<file path="src/rtl/i2c_pkg.sv">
// Shared types and helpers for the I2C bit-level line driver.
// Command codes, phase/state encodings and the per-phase line pattern table.
package i2c_pkg;

  typedef enum logic [1:0] {
    CMD_START = 2'd0,
    CMD_STOP  = 2'd1,
    CMD_WRITE = 2'd2,
    CMD_READ  = 2'd3
  } i2c_cmd_e;

  typedef enum logic [1:0] {
    Q0 = 2'd0,
    Q1 = 2'd1,
    Q2 = 2'd2,
    Q3 = 2'd3
  } phase_e;

  typedef enum logic [1:0] {
    ST_IDLE = 2'd0,
    ST_RUN  = 2'd1,
    ST_DONE = 2'd2
  } state_e;

  function automatic int calc_qtr(input int clk_mhz, input int scl_khz);
    return (clk_mhz * 1000) / (4 * scl_khz);
  endfunction

  // Returns {scl_oe, sda_oe} for a command in a given quarter; 1 = pull low.
  function automatic logic [1:0] phase_oe(input i2c_cmd_e c, input logic b,
                                          input phase_e p);
    logic [1:0] oe;
    oe = 2'b00;
    case (c)
      CMD_START: begin
        case (p)
          Q2:      oe = 2'b01;
          Q3:      oe = 2'b11;
          default: oe = 2'b00;
        endcase
      end
      CMD_STOP: begin
        case (p)
          Q0:      oe = 2'b11;
          Q1:      oe = 2'b01;
          default: oe = 2'b00;
        endcase
      end
      CMD_WRITE: oe = {(p == Q0) || (p == Q3), ~b};
      default:   oe = {(p == Q0) || (p == Q3), 1'b0};
    endcase
    return oe;
  endfunction

endpackage

</file>
<file path="src/rtl/i2c_qtr_timer.sv">
// Quarter-period timer: ticks on the last cycle of every QTR-cycle window.
// start clears and holds the count; hold parks it at zero during clock stretch.
module i2c_qtr_timer #(
  parameter int QTR = 2
) (
  input  logic clk,
  input  logic rst,
  input  logic start,
  input  logic hold,
  output logic tick
);

  localparam int CW = $clog2(QTR) + 1;
  localparam logic [CW-1:0] LAST = CW'(QTR - 1);

  logic [CW-1:0] cnt_q, cnt_d;

  always_comb begin
    tick  = 1'b0;
    cnt_d = cnt_q + CW'(1);
    if (start || hold) begin
      cnt_d = '0;
    end else if (cnt_q == LAST) begin
      cnt_d = '0;
      tick  = 1'b1;
    end
  end

  always_ff @(posedge clk) begin
    if (rst) begin
      cnt_q <= '0;
    end else begin
      cnt_q <= cnt_d;
    end
  end

endmodule

</file>
<file path="src/rtl/i2c_bit_driver.sv">
// I2C controller-side bit driver: runs one START/STOP/WRITE/READ command over
// four quarter phases, with clock stretching and arbitration-loss detection.
module i2c_bit_driver
  import i2c_pkg::*;
#(
  parameter int CLK_FREQ_MHZ = 100,
  parameter int SCL_FREQ_KHZ = 400
) (
  input  logic     clk,
  input  logic     rst,
  input  logic     cmd_valid,
  output logic     cmd_ready,
  input  i2c_cmd_e cmd,
  input  logic     cmd_bit,
  output logic     rsp_valid,
  output logic     rsp_bit,
  output logic     busy,
  output logic     arb_lost,
  input  logic     scl_in,
  input  logic     sda_in,
  output logic     scl_oe,
  output logic     sda_oe
);

  localparam int QTR = calc_qtr(CLK_FREQ_MHZ, SCL_FREQ_KHZ);

  if (QTR < 2) begin : g_qtr_check
    $error("i2c_bit_driver: CLK_FREQ_MHZ/SCL_FREQ_KHZ give a quarter period below 2 cycles");
  end

  state_e   state_q, state_d;
  phase_e   phase_q, phase_d;
  i2c_cmd_e cmd_q, cmd_d;
  logic     bit_q, bit_d;
  logic     rsp_bit_q, rsp_bit_d;
  logic     busy_q, busy_d;
  logic     arb_q, arb_d;
  logic     scl_hold_q, scl_hold_d;
  logic     sda_hold_q, sda_hold_d;
  logic [1:0] run_oe;
  logic     accept, arb_hit, tick, timer_start, timer_hold;

  // Handshake: a command is taken on any cycle with cmd_valid && cmd_ready,
  // including the completion cycle; rsp_valid is a single-cycle pulse with
  // no back-pressure, and cmd_ready stays low for the whole run.
  assign cmd_ready   = (state_q != ST_RUN);
  assign rsp_valid   = (state_q == ST_DONE);
  assign rsp_bit     = rsp_bit_q;
  assign busy        = busy_q;
  assign arb_lost    = arb_q;
  assign timer_start = (state_q != ST_RUN);
  // Stretch: SCL released by us but still seen low.
  assign timer_hold  = !run_oe[1] && !scl_in;

  // Between commands the lines keep the pattern of the last quarter driven.
  assign scl_oe = (state_q == ST_RUN) ? run_oe[1] : scl_hold_q;
  assign sda_oe = (state_q == ST_RUN) ? run_oe[0] : sda_hold_q;

  i2c_qtr_timer #(.QTR(QTR)) u_timer (
    .clk   (clk),
    .rst   (rst),
    .start (timer_start),
    .hold  (timer_hold),
    .tick  (tick)
  );

  always_comb begin
    run_oe     = phase_oe(cmd_q, bit_q, phase_q);
    state_d    = state_q;
    phase_d    = phase_q;
    cmd_d      = cmd_q;
    bit_d      = bit_q;
    rsp_bit_d  = rsp_bit_q;
    busy_d     = busy_q;
    arb_d      = arb_q;
    scl_hold_d = scl_hold_q;
    sda_hold_d = sda_hold_q;
    accept     = cmd_valid && cmd_ready;
    arb_hit    = (state_q == ST_RUN) && (cmd_q == CMD_WRITE) && bit_q &&
                 ((phase_q == Q1) || (phase_q == Q2)) && scl_in && !sda_in;

    case (state_q)
      ST_RUN: begin
        scl_hold_d = run_oe[1];
        sda_hold_d = run_oe[0];
        if (arb_hit) begin
          state_d    = ST_DONE;
          arb_d      = 1'b1;
          busy_d     = 1'b0;
          rsp_bit_d  = 1'b0;
          scl_hold_d = 1'b0;
          sda_hold_d = 1'b0;
        end else if (tick) begin
          if (phase_q == Q2) begin
            rsp_bit_d = sda_in;
          end
          if (phase_q == Q3) begin
            state_d = ST_DONE;
            if (cmd_q == CMD_START) begin
              busy_d    = 1'b1;
              rsp_bit_d = 1'b0;
            end else if (cmd_q == CMD_STOP) begin
              busy_d    = 1'b0;
              rsp_bit_d = 1'b0;
            end
          end else begin
            phase_d = phase_e'(phase_q + 2'd1);
          end
        end
      end
      default: begin
        state_d = ST_IDLE;
        if (accept) begin
          cmd_d   = cmd;
          bit_d   = cmd_bit;
          phase_d = Q0;
          if (cmd == CMD_START) begin
            arb_d   = 1'b0;
            state_d = ST_RUN;
          end else if (arb_q) begin
            // Bus lost: complete at once without touching the lines.
            state_d   = ST_DONE;
            rsp_bit_d = 1'b1;
          end else begin
            state_d = ST_RUN;
          end
        end
      end
    endcase
  end

  always_ff @(posedge clk) begin
    if (rst) begin
      state_q    <= ST_IDLE;
      phase_q    <= Q0;
      cmd_q      <= CMD_START;
      bit_q      <= 1'b0;
      rsp_bit_q  <= 1'b0;
      busy_q     <= 1'b0;
      arb_q      <= 1'b0;
      scl_hold_q <= 1'b0;
      sda_hold_q <= 1'b0;
    end else begin
      state_q    <= state_d;
      phase_q    <= phase_d;
      cmd_q      <= cmd_d;
      bit_q      <= bit_d;
      rsp_bit_q  <= rsp_bit_d;
      busy_q     <= busy_d;
      arb_q      <= arb_d;
      scl_hold_q <= scl_hold_d;
      sda_hold_q <= sda_hold_d;
    end
  end

endmodule

</file>
<file path="config.mk">
export PLATFORM = sky130hd
export DESIGN_NAME = i2c_bit_driver
export DESIGN_NICKNAME = d
export VERILOG_FILES = /design/src/rtl/i2c_pkg.sv /design/src/rtl/i2c_qtr_timer.sv /design/src/rtl/i2c_bit_driver.sv
export SDC_FILE = /design/constraint.sdc
export NUM_CORES = 1
export LEC_CHECK = 0
export ABC_AREA = 1
export BUFFER_PORTS_ARGS = -buffer_cell sky130_fd_sc_hd__buf_2
export CELL_PAD_IN_SITES_DETAIL_PLACEMENT = 1
export CELL_PAD_IN_SITES_GLOBAL_PLACEMENT = 1
export CORE_MARGIN = 1
export CORE_UTILIZATION = 39
export CTS_BUF_LIST = sky130_fd_sc_hd__clkbuf_4 sky130_fd_sc_hd__clkbuf_8
export DETAILED_ROUTE_END_ITERATION = 8
export PLACE_DENSITY = 0.76
export SKIP_CTS_REPAIR_TIMING = 1
export SLEW_MARGIN = 20
export SYNTH_ARGS = -nofsm -noshare
export SYNTH_HDL_FRONTEND = slang
export SYNTH_HIERARCHICAL = 1
export SYNTH_SLANG_ARGS = --single-unit
</file>
<file path="constraint.sdc">
create_clock -name clk -period 2.08 [get_ports clk]
set_clock_uncertainty 0.2 [all_clocks]
set_input_delay 0 -clock clk [delete_from_list [all_inputs] [get_ports clk]]
set_output_delay 0 -clock clk [all_outputs]
set_load 0.02 [all_outputs]
</file>
==> metrics, run 1 <==
failing checks=negative hold slack, negative setup slack; Root Buffer=clkbuf_4; Post-synth EDFFs=0; Worst IR Drop VDD=0.413 mV; CTS tree=done; CP arrival=between 2 and 2.5 ns; worst hold path startpoint=sda_in; count leader, synth=nand2_1; dominant synthesized flop cell=dfxtp_1; worst hold path type=in -> reg; switching part of the total power=0.285; PortBufs=14; grt ovf=0; Slew Limit Fails=0; first-pass GRT wire length=4520 um; Post-synth ARST share=0; Leakage=around 0.00058 uW; synth warn=6; DP Cell Count=191; initial antenna violation count=0; DRC viols=0; number of synthesized register bits=19; vias in the first global route=1027; top cells by area, synth=dfxtp_1 (34%), nand2_1 (9.5%), ha_1 (9.0%), nor2_1 (5.4%), inv_1 (5.1%); Setup Crit Path Kind=reg -> reg; final setup fails=1; Syn Inst Count=between 100 and 150; post-synthesis cell type count=25; max cap viols=0; H-tree Lvls=1; crit-path max FO=3; fin cells=201; Synth Net Count=157; routed wire length per instance=14.5 um; initial core utilization=0.431; Core ar.=about 0.0026 mm^2; Final Routed Wirelength=2910 um; Cell Int Power=509 uW; vias after detailed routing=998; Die ar.=0.00305 mm^2; register area share after synthesis=0.344; sequential share of power=0.542; vias per cell=4.97; min setup slack post-route=-0.00299 ns; nets=188; Clock Path Buffers=2; initial drt markers=24; combinational power share=0.166; net load switching power=203 uW; reg2reg start=phase_q[0]$_SDFFE_PP0P_; All-Layer GR Usage=0.191; hpwl dp=2150 um; Yosys top cell by area=dfxtp_1; Die Wd=55.3 um; Synth Area per Inst=7.84 um^2; Final ANT Viol Nets=0; CTS sink cnt=19; Die Ht=55.3 um; FMAX=480 MHz; fin area=0.00138 mm^2; Synth top cells by count=nand2_1 (28), dfxtp_1 (19), nor2_1 (16); RD Place Congestion=roughly 0.76; Worst setup EP type=flop; Worst-Skew Late Latency=0.31 ns; Top Ports=15; Cell Pwr Density=about 520 mW/mm^2; Std-Cell Rows=18; top cell type's share of synthesized area=0.344; Max transition margin=0.667; Antenna Cells=0; largest net degree at the start of global routing=11; worst setup path startpoint=phase_q[0]$_SDFFE_PP0P_; cell area after synthesis=0.00111 mm^2; Cell Area, Placed=0.00128 mm^2; post-layout min period=roughly 2.1 ns; Final Hold Viols=1; Tcrit/Tclk final=1.00; First-pass DRT Iterations=4; clock-pin slew on the worst setup and hold paths=0.11 ns; actual slew at the worst max-slew pin=between 0.4 and 0.5 ns; Area Overhead vs Synth=24.5%; Clk pwr share=0.292; Num CTS Buffers=3; status=complete, but fails checks; unrepaired setup endpoints after global routing=true; Hold WS=-0.0206 ns; CP required=2.10 ns; post-place setup slack=-0.0498 ns; Startpoint Class=flop; share of layout cells above drive strength 1=0.333
## cell usage in the layout (no fill, tap or decap), types with 2 or more instances in the layout
cell type,Yosys,routed
nor2_2,7,8
dfxtp_2,0,2
nand3_4,2,2
nand2_4,2,2
buf_4,0,6
inv_1,15,13
nand2_2,4,4
buf_2,0,14
nand4_1,2,2
nor2_1,16,14
o21ai_1,3,3
ha_1,8,7
a21oi_2,1,2
nand2_1,28,28
clkbuf_4,0,4
nand3_2,2,2
o21ai_0,8,8
dfxtp_1,19,17
dlygate4sd3_1,0,6
nand3_1,4,4
a21oi_1,7,6
o211ai_1,2,2
nor2_4,4,5
inv_2,0,2
## final timing paths
path | to | slack, ns | cells past startpoint
setup reg to reg | phase_q[0]$_SDFFE_PP0P_ | -0.003 | 11
hold / removal | rsp_bit$_SDFFE_PP0P_ | -0.02 | 7
hold reg to reg | busy$_SDFFE_PP0P_ | 0.29 | 2
setup / recovery | phase_q[0]$_SDFFE_PP0P_ | -0.003 | 11
## cells by family after synthesis
logic type	synth area share
xor+xnor	0.0158
flops	0.344
fa+ha+maj	0.0905
compound gates	0.118
buf+inv	0.0566
simple gates	0.376
## metrics by stage
| step | hold slack, ns | total power, uW | TNS (ns) | util |
|---|---|---|---|---|
| floorplan | -0.145 | 462 | 0 | - |
| global placement | 0.0610 | 499 | 0 | 0.498 |
| detailed placement | 0.0712 | 502 | -0.0504 | 0.498 |
| CTS | -0.259 | 710 | -0.128 | 0.510 |
| global route | 0.0724 | 748 | -0.264 | 0.537 |
| finish | -0.0206 | 711 | -0.00299 | 0.537 |
## critical path, stage by stage, from the launching register on
cell      delay [ns]
dfxtp_2         0.35
inv_2           0.05
ha_4            0.24
o211ai_1        0.21
nor2_1          0.06
or2_1           0.24
nor2_2          0.16
inv_1           0.09
nor2_4          0.12
nand3_4         0.10
a21oi_2         0.12
nor2_1          0.04
## cell type report
cell class	count	area (um^2)
flip-flops and latches	19	383
clock buffers	4	30.0
multi-input cells	106	689
fillers	329	1190
repair buffers	26	175
well taps	30	37.5
inverters	16	62.6
## sequential cells by signal, indices dropped and copies added (netlist names)
register / cells
arb_lost: 1
bit_q: 1
busy: 1
cmd_q: 2
phase_q: 2
rsp_bit: 1
scl_hold_q: 1
sda_hold_q: 1
state_q: 2
u_timer/cnt_q: 7
## routing by layer
| metal | part of all wire | vias up | wire length, um | global-route usage |
|---|---|---|---|---|
| met5 | 0 | - | 0 | 0 |
| met4 | 0.013 | 0 | 38 | 0.0857 |
| met3 | 0.029 | 4 | 85 | 0.0304 |
| met2 | 0.55 | 20 | 1590 | 0.363 |
| met1 | 0.41 | 465 | 1200 | 0.204 |
| li1 | - | 509 | - | - |
## power by group through the flow
stage / combinational, uW / clock (uW) / sequential (uW)
floorplan: 70.8 / 0 / 391
global placement: 106 / 0 / 393
detailed placement: 109 / 0 / 394
CTS: 109 / 216 / 385
global route: 130 / 231 / 387
finish: 118 / 208 / 385
No activity file was read; power rests on OpenSTA's default activity.
==> run 2, diff against run 1 <==
==> constraint.sdc (replaced) <==
create_clock -name clk -period 1.9 [get_ports clk]
set_clock_uncertainty 0.2 [all_clocks]
set_input_delay 0 -clock clk [delete_from_list [all_inputs] [get_ports clk]]
set_output_delay 0 -clock clk [all_outputs]
set_load 0.02 [all_outputs]
==> run 2 against run 1 <==
Effect of this change: the flow finishes with violations (negative setup slack); design area rose by 9.1%; non-clock buffer count rose by 9; utilization rose by 4.9 points; sequential power rose by 8.6%; fmax rose by 2.5%; largest power group unchanged; first-iteration DRC count fell by 25%; critical endpoint unchanged; combinational power rose by 31%; sequential share of layout area fell by 2.1 points.
==> metrics, run 2 (same netlist as run 1, synthesis figures left out) <==
critical path's largest stage delay=0.37 ns; vias in the first global route=1029; CP top delay family=simple AND/OR/NAND/NOR gates; Top Ports=15; Leakage=0.000625 uW; min setup slack post-route=-0.131 ns; final setup fails=10; first-pass GRT wire length=4550 um; nets=197; share of layout cells above drive strength 1=0.394; Final Hold Viols=0; H-tree Lvls=1; vias after detailed routing=1038; crit-path max FO=3; worst hold path startpoint=scl_hold_q$_SDFFE_PP0N_; FMAX=492 MHz; initial core utilization=0.431; post-place setup slack=-0.158 ns; Tcrit/Tclk final=1.07; commonest non-fill, non-tap cells in the layout=nand2_1 (26), dfxtp_1 (17), nor2_1 (14), buf_2 (14); Util after Layout=0.585; Antenna Cells=0; max cap viols=0; total negative setup slack=-1.04 ns; Final ANT Viol Nets=0; DRC viols=0; initial drt markers=18; actual slew at the worst max-slew pin=0.569 ns; Die Ht=between 50 and 60 um; most common cell after layout, fill and taps aside=nand2_1; Final Routed Wirelength=2900 um; Core ar.=0.00257 mm^2; Largest register FFs=7; Num CTS Buffers=3; Die ar.=0.00305 mm^2; worst path cell trace=inv_4, ha_4, o211ai_1, nor2_1, or2_1, nor2_4, inv_1, nor2_4, nand3_4, nand2_1, nand2_1, nor2_1; hpwl dp=2120 um; post-layout min period=2.03 ns; vias per cell=4.94; Clock Path Buffers=2; PortBufs=14; WHS Path Cells=2; largest net degree at the start of global routing=12; initial antenna violation count=0; RR Endpoint=phase_q[0]$_SDFFE_PP0P_; CP bufs+invs=2; Worst IR Drop VDD=0.433 mV; Std-Cell Rows=18; routed wire length per instance=13.8 um; Slew Limit Fails=0; Setup Crit Path Kind=reg -> reg; Hold WS=0.291 ns; Worst setup EP type=flop; reg2reg start=phase_q[0]$_SDFFE_PP0P_; CTS tree=done; Area Overhead vs Synth=35.9%; Most flops, register=u_timer/cnt_q; clock-pin slew on the worst setup and hold paths=0.12 ns; grt ovf=0; Worst-Skew Late Latency=0.31 ns; Cell Pwr Density=524 mW/mm^2; CP arrival=slightly above 2 ns; Startpoint Class=flop; status=complete, but fails checks; Die Wd=roughly 55 um; R2R Setup Slk=-0.13 ns; CTS sink cnt=19; Max transition margin=0.617; All-Layer GR Usage=0.188; Critical-path top delay cell=dfxtp_4; Root Buffer=clkbuf_4; RD Place Congestion=0.797; unrepaired setup endpoints after global routing=true; failing checks=negative setup slack; hold endpoint=scl_hold_q$_SDFFE_PP0N_; First-pass DRT Iterations=4; worst hold path type=reg -> reg; CP required=1.94 ns; Reg2Reg Depth=12
==> run 2: final cells by class <==
type / count / area, um^2
clock inverters: 1 / 5.00
repair buffers: 35 / 249
well taps: 30 / 37.5
multi-input cells: 106 / 738
fillers: 322 / 1060
clock buffers: 3 / 22.5
flip-flops and latches: 19 / 385
inverters: 16 / 65.1
==> run 2: layer usage <==
metal,share of wire,global-route usage,up-vias
li1,-,-,527
met1,0.44,0.228,493
met2,0.52,0.341,15
met3,0.031,0.0445,3
met4,0.0038,0.0321,0
met5,0,0,-
==> run 2: worst max-delay path by stage <==
stage / start / endpoint / slack (ns) / cells past startpoint
after floorplan: phase_q[0]$_SDFFE_PP0P_ / phase_q[0]$_SDFFE_PP0P_ / -0.11 / 11
after global placement: phase_q[0]$_SDFFE_PP0P_ / phase_q[0]$_SDFFE_PP0P_ / -0.08 / 11
after detailed placement: phase_q[0]$_SDFFE_PP0P_ / phase_q[0]$_SDFFE_PP0P_ / -0.16 / 12
after CTS: phase_q[0]$_SDFFE_PP0P_ / phase_q[0]$_SDFFE_PP0P_ / -0.22 / 12
after global routing: phase_q[1]$_SDFFE_PP0P_ / phase_q[0]$_SDFFE_PP0P_ / -0.26 / 12
final: phase_q[0]$_SDFFE_PP0P_ / phase_q[0]$_SDFFE_PP0P_ / -0.13 / 12
==> run 2: power by group <==
part	switching [uW]	internal [uW]	leakage [uW]	total, uW
combinational	91.2	63.1	0.000452	154
sequential	8.76	410	0.000156	418
clock	136	78.7	0.0000177	215
total	236	552	0.000625	787
==> run 2: through the flow <==
step           instances  cell area, um^2  total power [uW]
2_1_floorplan        141             1130               505
3_3_place_gp         198             1340               554
3_5_place_dp         198             1340               559
4_1_cts              202             1370               770
5_1_grt              210             1500               822
6_report             210             1500               787
==> run 2: tightest hold or removal path, delay by kind of cell (launching register included) <==
kind / cells / cell delay [ns]
AND/OR/NAND/NOR: 1 / 0.07
AO/OA/AOI/OAI: 1 / 0.06
flip-flops: 1 / 0.32
